`src/rtl/muldiv_unit.sv`:
```
// Iterative 32-bit multiply/divide unit holding the HI/LO registers.
// Multiply support (MULT/MULTU) is built only when MULDIV_MULT_EN is defined.
module muldiv_unit (
  input  logic        clk,
  input  logic        rst,
  input  logic        start_i,
  input  logic [1:0]  op_i,
  input  logic [31:0] rs_i,
  input  logic [31:0] rt_i,
  input  logic        mthi_i,
  input  logic        mtlo_i,
  input  logic [31:0] wdata_i,
  output logic        busy_o,
  output logic        done_o,
  output logic [31:0] hi_o,
  output logic [31:0] lo_o,
  output logic [1:0]  state_o
);

  typedef enum logic [1:0] {
    S_IDLE = 2'd0,
    S_RUN  = 2'd1,
    S_FIN  = 2'd2
  } state_e;

  state_e      state_q, state_d;
  logic        busy_q, busy_d;
  logic        done_q, done_d;
  logic [4:0]  cnt_q;
  logic [31:0] acc_q;    // remainder (divide) / product high half (multiply)
  logic [31:0] sh_q;     // dividend->quotient (divide) / multiplier->product low half
  logic [31:0] opnd_q;   // divisor magnitude / multiplicand magnitude
  logic        neg_lo_q; // negate quotient or whole product at the end
  logic        neg_hi_q; // negate remainder at the end
  logic [31:0] hi_q, lo_q;
`ifdef MULDIV_MULT_EN
  logic        is_mul_q;
`endif

  logic        op_ok;
  logic        launch;
  logic        signed_op, rs_neg, rt_neg, rt_zero;
  logic [31:0] rs_mag, rt_mag;
  logic [32:0] rem_sh;
  logic [33:0] div_diff;
  logic        div_ge;
  logic [31:0] step_acc, step_sh;
  logic [31:0] res_hi, res_lo;
  logic [31:0] quo_res, rem_res;

`ifdef MULDIV_MULT_EN
  assign op_ok = 1'b1;
`else
  assign op_ok = ~op_i[1];
`endif

  assign launch    = (state_q == S_IDLE) && start_i && op_ok;
  assign signed_op = op_i[0];
  assign rs_neg    = signed_op & rs_i[31];
  assign rt_neg    = signed_op & rt_i[31];
  assign rs_mag    = rs_neg ? (~rs_i + 32'd1) : rs_i;
  assign rt_mag    = rt_neg ? (~rt_i + 32'd1) : rt_i;
  assign rt_zero   = (rt_i == 32'd0);

  // Restoring step: shift next dividend bit into the remainder, subtract if it fits.
  assign rem_sh   = {acc_q, sh_q[31]};
  assign div_diff = {1'b0, rem_sh} - {2'b00, opnd_q};
  assign div_ge   = ~div_diff[33];

  assign quo_res = neg_lo_q ? (~sh_q + 32'd1) : sh_q;
  assign rem_res = neg_hi_q ? (~acc_q + 32'd1) : acc_q;

`ifdef MULDIV_MULT_EN
  logic [32:0] mul_sum;
  logic [63:0] prod, prod_res;
  assign mul_sum  = {1'b0, acc_q} + (sh_q[0] ? {1'b0, opnd_q} : 33'd0);
  assign prod     = {acc_q, sh_q};
  assign prod_res = neg_lo_q ? (~prod + 64'd1) : prod;

  always_comb begin
    step_acc = div_ge ? div_diff[31:0] : rem_sh[31:0];
    step_sh  = {sh_q[30:0], div_ge};
    res_hi   = rem_res;
    res_lo   = quo_res;
    if (is_mul_q) begin
      step_acc = mul_sum[32:1];
      step_sh  = {mul_sum[0], sh_q[31:1]};
      res_hi   = prod_res[63:32];
      res_lo   = prod_res[31:0];
    end
  end
`else
  always_comb begin
    step_acc = div_ge ? div_diff[31:0] : rem_sh[31:0];
    step_sh  = {sh_q[30:0], div_ge};
    res_hi   = rem_res;
    res_lo   = quo_res;
  end
`endif

  // FSM: state register
  always_ff @(posedge clk) begin
    if (rst) begin
      state_q <= S_IDLE;
      busy_q  <= 1'b0;
      done_q  <= 1'b0;
    end else begin
      state_q <= state_d;
      busy_q  <= busy_d;
      done_q  <= done_d;
    end
  end

  // FSM: next state
  always_comb begin
    state_d = state_q;
    case (state_q)
      S_IDLE:  if (launch) state_d = S_RUN;
      S_RUN:   if (cnt_q == 5'd31) state_d = S_FIN;
      S_FIN:   state_d = S_IDLE;
      default: state_d = S_IDLE;
    endcase
  end

  // FSM: outputs (registered on the next edge)
  always_comb begin
    busy_d = 1'b0;
    done_d = 1'b0;
    case (state_q)
      S_IDLE:  busy_d = launch;
      S_RUN:   busy_d = 1'b1;
      S_FIN:   done_d = 1'b1;
      default: busy_d = 1'b0;
    endcase
  end

  // Datapath. A zero divisor suppresses quotient negation so LO ends all-ones.
  always_ff @(posedge clk) begin
    if (rst) begin
      cnt_q    <= 5'd0;
      acc_q    <= 32'd0;
      sh_q     <= 32'd0;
      opnd_q   <= 32'd0;
      neg_lo_q <= 1'b0;
      neg_hi_q <= 1'b0;
`ifdef MULDIV_MULT_EN
      is_mul_q <= 1'b0;
`endif
    end else if (launch) begin
      cnt_q    <= 5'd0;
      acc_q    <= 32'd0;
`ifdef MULDIV_MULT_EN
      is_mul_q <= op_i[1];
      sh_q     <= op_i[1] ? rt_mag : rs_mag;
      opnd_q   <= op_i[1] ? rs_mag : rt_mag;
      neg_lo_q <= (rs_neg ^ rt_neg) & (op_i[1] | ~rt_zero);
      neg_hi_q <= rs_neg & ~op_i[1];
`else
      sh_q     <= rs_mag;
      opnd_q   <= rt_mag;
      neg_lo_q <= (rs_neg ^ rt_neg) & ~rt_zero;
      neg_hi_q <= rs_neg;
`endif
    end else if (state_q == S_RUN) begin
      cnt_q <= cnt_q + 5'd1;
      acc_q <= step_acc;
      sh_q  <= step_sh;
    end
  end

  // HI/LO: moves only in IDLE; a result written in FIN overrides them.
  always_ff @(posedge clk) begin
    if (rst) begin
      hi_q <= 32'd0;
      lo_q <= 32'd0;
    end else if (state_q == S_FIN) begin
      hi_q <= res_hi;
      lo_q <= res_lo;
    end else if (state_q == S_IDLE) begin
      if (mthi_i) hi_q <= wdata_i;
      if (mtlo_i) lo_q <= wdata_i;
    end
  end

  assign busy_o  = busy_q;
  assign done_o  = done_q;
  assign hi_o    = hi_q;
  assign lo_o    = lo_q;
  assign state_o = state_q;

endmodule

```
`config.mk`:
```
export PLATFORM = sky130hd
export DESIGN_NAME = muldiv_unit
export DESIGN_NICKNAME = d
export VERILOG_FILES = /design/src/rtl/muldiv_unit.sv
export SDC_FILE = /design/constraint.sdc
export NUM_CORES = 1
export LEC_CHECK = 0
export BUFFER_PORTS_ARGS = -buffer_cell sky130_fd_sc_hd__buf_2
export CORE_MARGIN = 5
export CORE_UTILIZATION = 45
export CTS_BUF_LIST = sky130_fd_sc_hd__clkbuf_8 sky130_fd_sc_hd__clkbuf_16
export CTS_CLUSTER_SIZE = 10
export DETAILED_ROUTE_END_ITERATION = 10
export GPL_TIMING_DRIVEN = 0
export PLACE_DENSITY = 0.66
export SLEW_MARGIN = 10
export SYNTH_ARGS = -nofsm -noshare
export SYNTH_HDL_FRONTEND = slang
export SYNTH_SLANG_ARGS = --single-unit
```
`constraint.sdc`:
```
create_clock -name clk -period 4.8 [get_ports clk]
set_input_delay 0.96 -clock clk [delete_from_list [all_inputs] [get_ports clk]]
set_output_delay 0.96 -clock clk [all_outputs]
set_load 0.02 [all_outputs]
```
Word level (Yosys, flattened, before mapping)
Cells that the tools add are included.
Operators by class
  $add $sub $neg: 6
  equal/unequal tests: 5
  multiplexer cells: 18
  bitwise gates (word level): 11
  reduce and logical (&&, ||, !) cells: 12
Operators by type and width (count)
  two-way mux 32 bit: 13
  adder 32 x 1 -> 32 bit, second input constant: 4
  NOT 32 bit: 4
  subtractor 33 x 32 -> 34 bit: 1
  zero test 32 bit: 1
  nonzero test 2 bit: 4
  AND reduction 2 bit: 3
  adder 5 x 1 -> 5 bit, second input constant: 1
  equality test 5 bit, second input constant: 1
  two-way mux 2 bit: 2
  inequality test 2 bit, second input constant: 2
  one-hot mux 2 bit (2 select lines): 1
  AND 1 bit: 3
  NOT 1 bit: 3
  equality test 2 x 1 -> 1 bit, second input constant: 1
  equality test 2 bit, second input constant: 1
  logical AND 1 bit: 2
  zero test 2 bit: 1
  one-hot mux 1 bit (2 select lines): 1
  OR reduction 2 bit: 1
  two-way mux 1 bit: 1
  bitwise XOR 1 bit: 1
Storage, ports and cells
  register bits after elaboration: 171
  input bits: 103
  output and inout bits: 68
  word-level logic and storage cells: 63

Depth between registers and ports, before layout
  word-level depth: 5
  mapped depth: 13
  mapped depth without buffers: 12

Least setup slack after synthesis
Ideal clock, no wire load.
  kind: input port to flip-flop
  start point: input port rs_i[8]
  end point: register sh_q[29]
  data arrival time: 3.166 ns
  required time: 4.669 ns
  setup slack: 1.504 ns
  stages: 8
  buffers on the path: 0
  cells stage by stage: or4_4 nor3_1 or4b_1 nor3_4 nand2b_1 o41ai_1 xor2_1 o22ai_1
On the way
  word-level cells in the longest chain between the ends: 4
RTL lines
  start, declared: line 8  | input logic [31:0] rs_i,
  NOT 32 bit: line 61  | assign rs_mag = rs_neg ? (~rs_i + 32'd1) : rs_i;
  adder 32 x 1 -> 32 bit: line 61
  two-way mux 32 bit: line 61
  two-way mux 32 bit: line 149  | end else if (launch) begin
  end signal, assigned: line 159  | sh_q <= rs_mag;
  end signal, assigned: line 167  | sh_q <= step_sh;
  end, declared: line 31  | logic [31:0] sh_q;
Every way passes these cells.
A chain may end at the register's enable or synchronous reset.

Worst setup path in the final report
  start point: register acc_q[19]
  end point: register acc_q[21]
On the way
  word-level cells in the longest chain between the ends: 2
RTL lines
  start, declared: line 30  | logic [31:0] acc_q;
  start signal, assigned: line 166  | acc_q <= step_acc;
  subtractor 33 x 32 -> 34 bit: line 67  | assign div_diff = {1'b0, rem_sh} - {2'b00, opnd_q};
  two-way mux 32 bit: line 94  | step_acc = div_ge ? div_diff[31:0] : rem_sh[31:0];
Every way passes these cells.

==> reports/qor.txt <==
Flop pwr share: 37.2%
logic gate share of total power: 30.6%
routed len/inst: 19.2 um
Max Slew Vio Count: 0
Yosys Warn Count: 0
pin count of the biggest net entering global routing: 19
Clk pwr share: 32.2%
pre-CTS setup slack: 608 ps
Unique masters post-synth: 72
Worst-Skew Late Latency: 440 ps
largest buffer count on any clock path: 2
Critical Path Start Type: register
Period minus WS final: 3960 ps
RSZ-0062 raised after global routing: no
RR Startpoint: acc_q[19]
die width: 168 um
cts bufs inserted: 17
Post-Synthesis Cells: 1481
Net Switching: 0.00164 W
R2R setup slack: 840 ps
Ports: 171
Final setup viols: 0
Post-synth ARST share: 0%
Setup Skew: 22.5 ps
height of the die: 168 um
internal power: 0.00271 W
DR pass1 iterations: 5
Crit Path Class: register to register
vias: 11800
Initial Util: 45.9%
CP startpoint: acc_q[19]
vias in the first global route: 10700
Worst Tran Pin Value: 1040 ps
worst vdd ir: 0.271 mV
achievable clock frequency: 253 MHz
Placed Instance Area: 12400 um^2
area delta synth->final: 16.6%
post-cts sizing count: 0
HPWL after detailed placement: 31.1 mm
Clock Pin Slew Worst Setup and Hold Paths: 80 ps
cell accounting for the most synthesized area: dfxtp_1
number of port buffers: 170
leakage power total: 5.17 nW
reg2reg path depth: 11
critical path endpoint: acc_q[21]
synthesized area: 11200 um^2
area of the multi-input gates: 7190 um^2
Setup crit end kind: register
switch share: 37.7%
status: completed
first-pass GRT wire length: 59.3 mm
post-route cell area: 13000 um^2
cts hold-fix bufs: 0
H-tree depth: 4
GRT Residual Overflow: 0
Hold Vio Cnt, Final: 0
final std cells w/o fill: 2008
placed insts: 1975
drt first-iter violations: 1107
Synth Net Count: 1623
final worst setup slack: 843 ps
row cnt: 57
most area-consuming cells after synthesis: dfxtp_1, a21oi_1, xor2_1
utilization after layout: 53.5%
crit path DAT: 4330 ps
Post-layout nets: 1812
share of layout cells above drive strength 1: 13.7%
Reg area: 3420 um^2
Root Driver: clkbuf_16
Detailed Route WL: 38.6 mm
CP required: 5170 ps
critical path peak fanout: 10
Primary FF master, synth: dfxtp_1
fin crit share: 82.4%
Post-CTS Setup Repair Bufs: 0
core box area: 24400 um^2
initial antenna violation count: 1
maxcap violations: 0
Tot GR Track Use: 26.2%
CTS tree: built
Post-synth EDFFs: 0
Final GP Congestion: 0.936
Routed Antenna Nets: 0
PwrDens: 333 nW/um^2
# fillers: 2413
via/cell ratio: 5.87
slew margin rel.: 30.0%
number of synthesized register bits: 171
top cell type's share of synthesized area: 30.6%
hold path start: cnt_q[4]
CTS sink count: 171
r2r endpoint: acc_q[21]
register area share after synthesis: 30.6%
HP Class: register to register
setup tns final: 0 ps
Avg Cell Area, Syn: 7.55 um^2
DR DRC count: 0
Die Area: 28100 um^2
[critical path, cell delays in order (launching register included)]
cell	delay (ps)
dfxtp_1	600
ha_1	210
clkbuf_1	300
and3_1	250
nand3_1	130
nor4_1	290
a21boi_0	490
nor4_2	160
o31ai_1	470
clkbuf_1	520
o311ai_0	340
nand2_1	120
[cells by family (layout without fill, tap and decap cells)]
logic type      count (synthesis)  after routing  share of synthesized area, %
compound gates                492            492                          28.3
xor+xnor                      135            135                          10.6
fa+ha+maj                      39             39                          4.43
buf+inv                       151            353                          5.17
flops                         171            171                          30.6
mux                             8              8                         0.727
other cells                     0              1                             0
simple gates                  485            485                          20.2
[cells in the final DEF (no fill, tap or decap), types with 47 or more instances in the layout]
cell and instances:
a211oi_1 73, a21oi_1 156, buf_2 176, clkbuf_1 80, dfxtp_1 171, inv_1 53, nand2_1 150, nor2_1 177
o21ai_0 84, xnor2_1 47, xor2_1 88
[layer usage]
layer / track usage [%] / share of wire [%] / vias up
li1: - / - / 5741
met1: 38.0 / 46 / 5514
met2: 40.4 / 44 / 464
met3: 3.39 / 6.5 / 61
met4: 8.15 / 2.8 / 0
met5: 0 / 0 / -
[stage by stage]
step,hold WS (ps),total power [W]
after CTS,464,0.00432
after detailed placement,454,0.00295
after global routing,490,0.00455
after global placement,449,0.00294
final,466,0.00435
after floorplan,440,0.00254
[cells in the mapped netlist, drive strengths merged, types with 4 or more instances]
library cell and instances:
buf 18, o31ai 32, mux2i 7, nor2 177, nor4 18, o41ai 15
nor2b 7, and2 7, a21boi 4, a211oi 73, o21bai 4, nand4 9
a22oi 29, a31oi 31, ha 38, a211o 11, nand3 22, o211ai 4
xnor2 47, or4 14, xor2 88, o22ai 4, nand2b 12, nor3 22
nand2 150, a21oi 157, dfxtp 171, o311ai 5, or3 19, a311oi 10
a21o 7, o21ai 84, and3 9, nand3b 5, clkbuf 80, o31a 4
inv 53
[area by class of cell]
cell class	count	area share [%]
Antenna cell	1	0.0192
Buffer	98	2.91
Clock buffer	18	3.37
Clock inverter	14	1.20
Inverter	53	1.52
Multi-Input combinational cell	1159	55.1
Sequential cell	171	26.2
Tap cell	324	3.11
Timing Repair Buffer	170	6.52
[flip-flops by register name, indices dropped and copies added, names as in the netlist]
register  flops
neg_lo_q      1
hi_o         32
cnt_q         5
opnd_q       32
lo_o         32
neg_hi_q      1
acc_q        32
sh_q         32
state_o       2
busy_o        1
done_o        1
[worst min-delay path by stage]
stage	endpoint	slack, ps	cells after the start
floorplan	opnd_q[0]	440	2
global placement	cnt_q[4]	450	2
detailed placement	cnt_q[4]	450	2
CTS	cnt_q[4]	460	2
global route	lo_o[25]	490	2
finish	cnt_q[4]	470	2
[power by group through the flow]
stage / Clock (W) / Combinational, W / Sequential (W)
4_1_cts: 0.00140 / 0.00131 / 0.00162
2_1_floorplan: 0 / 0.000895 / 0.00165
3_3_place_gp: 0 / 0.00129 / 0.00165
6_report: 0.00140 / 0.00133 / 0.00162
3_5_place_dp: 0 / 0.00130 / 0.00165
5_1_grt: 0.00146 / 0.00146 / 0.00163
Note: power is estimated with default switching activity, not from simulation.
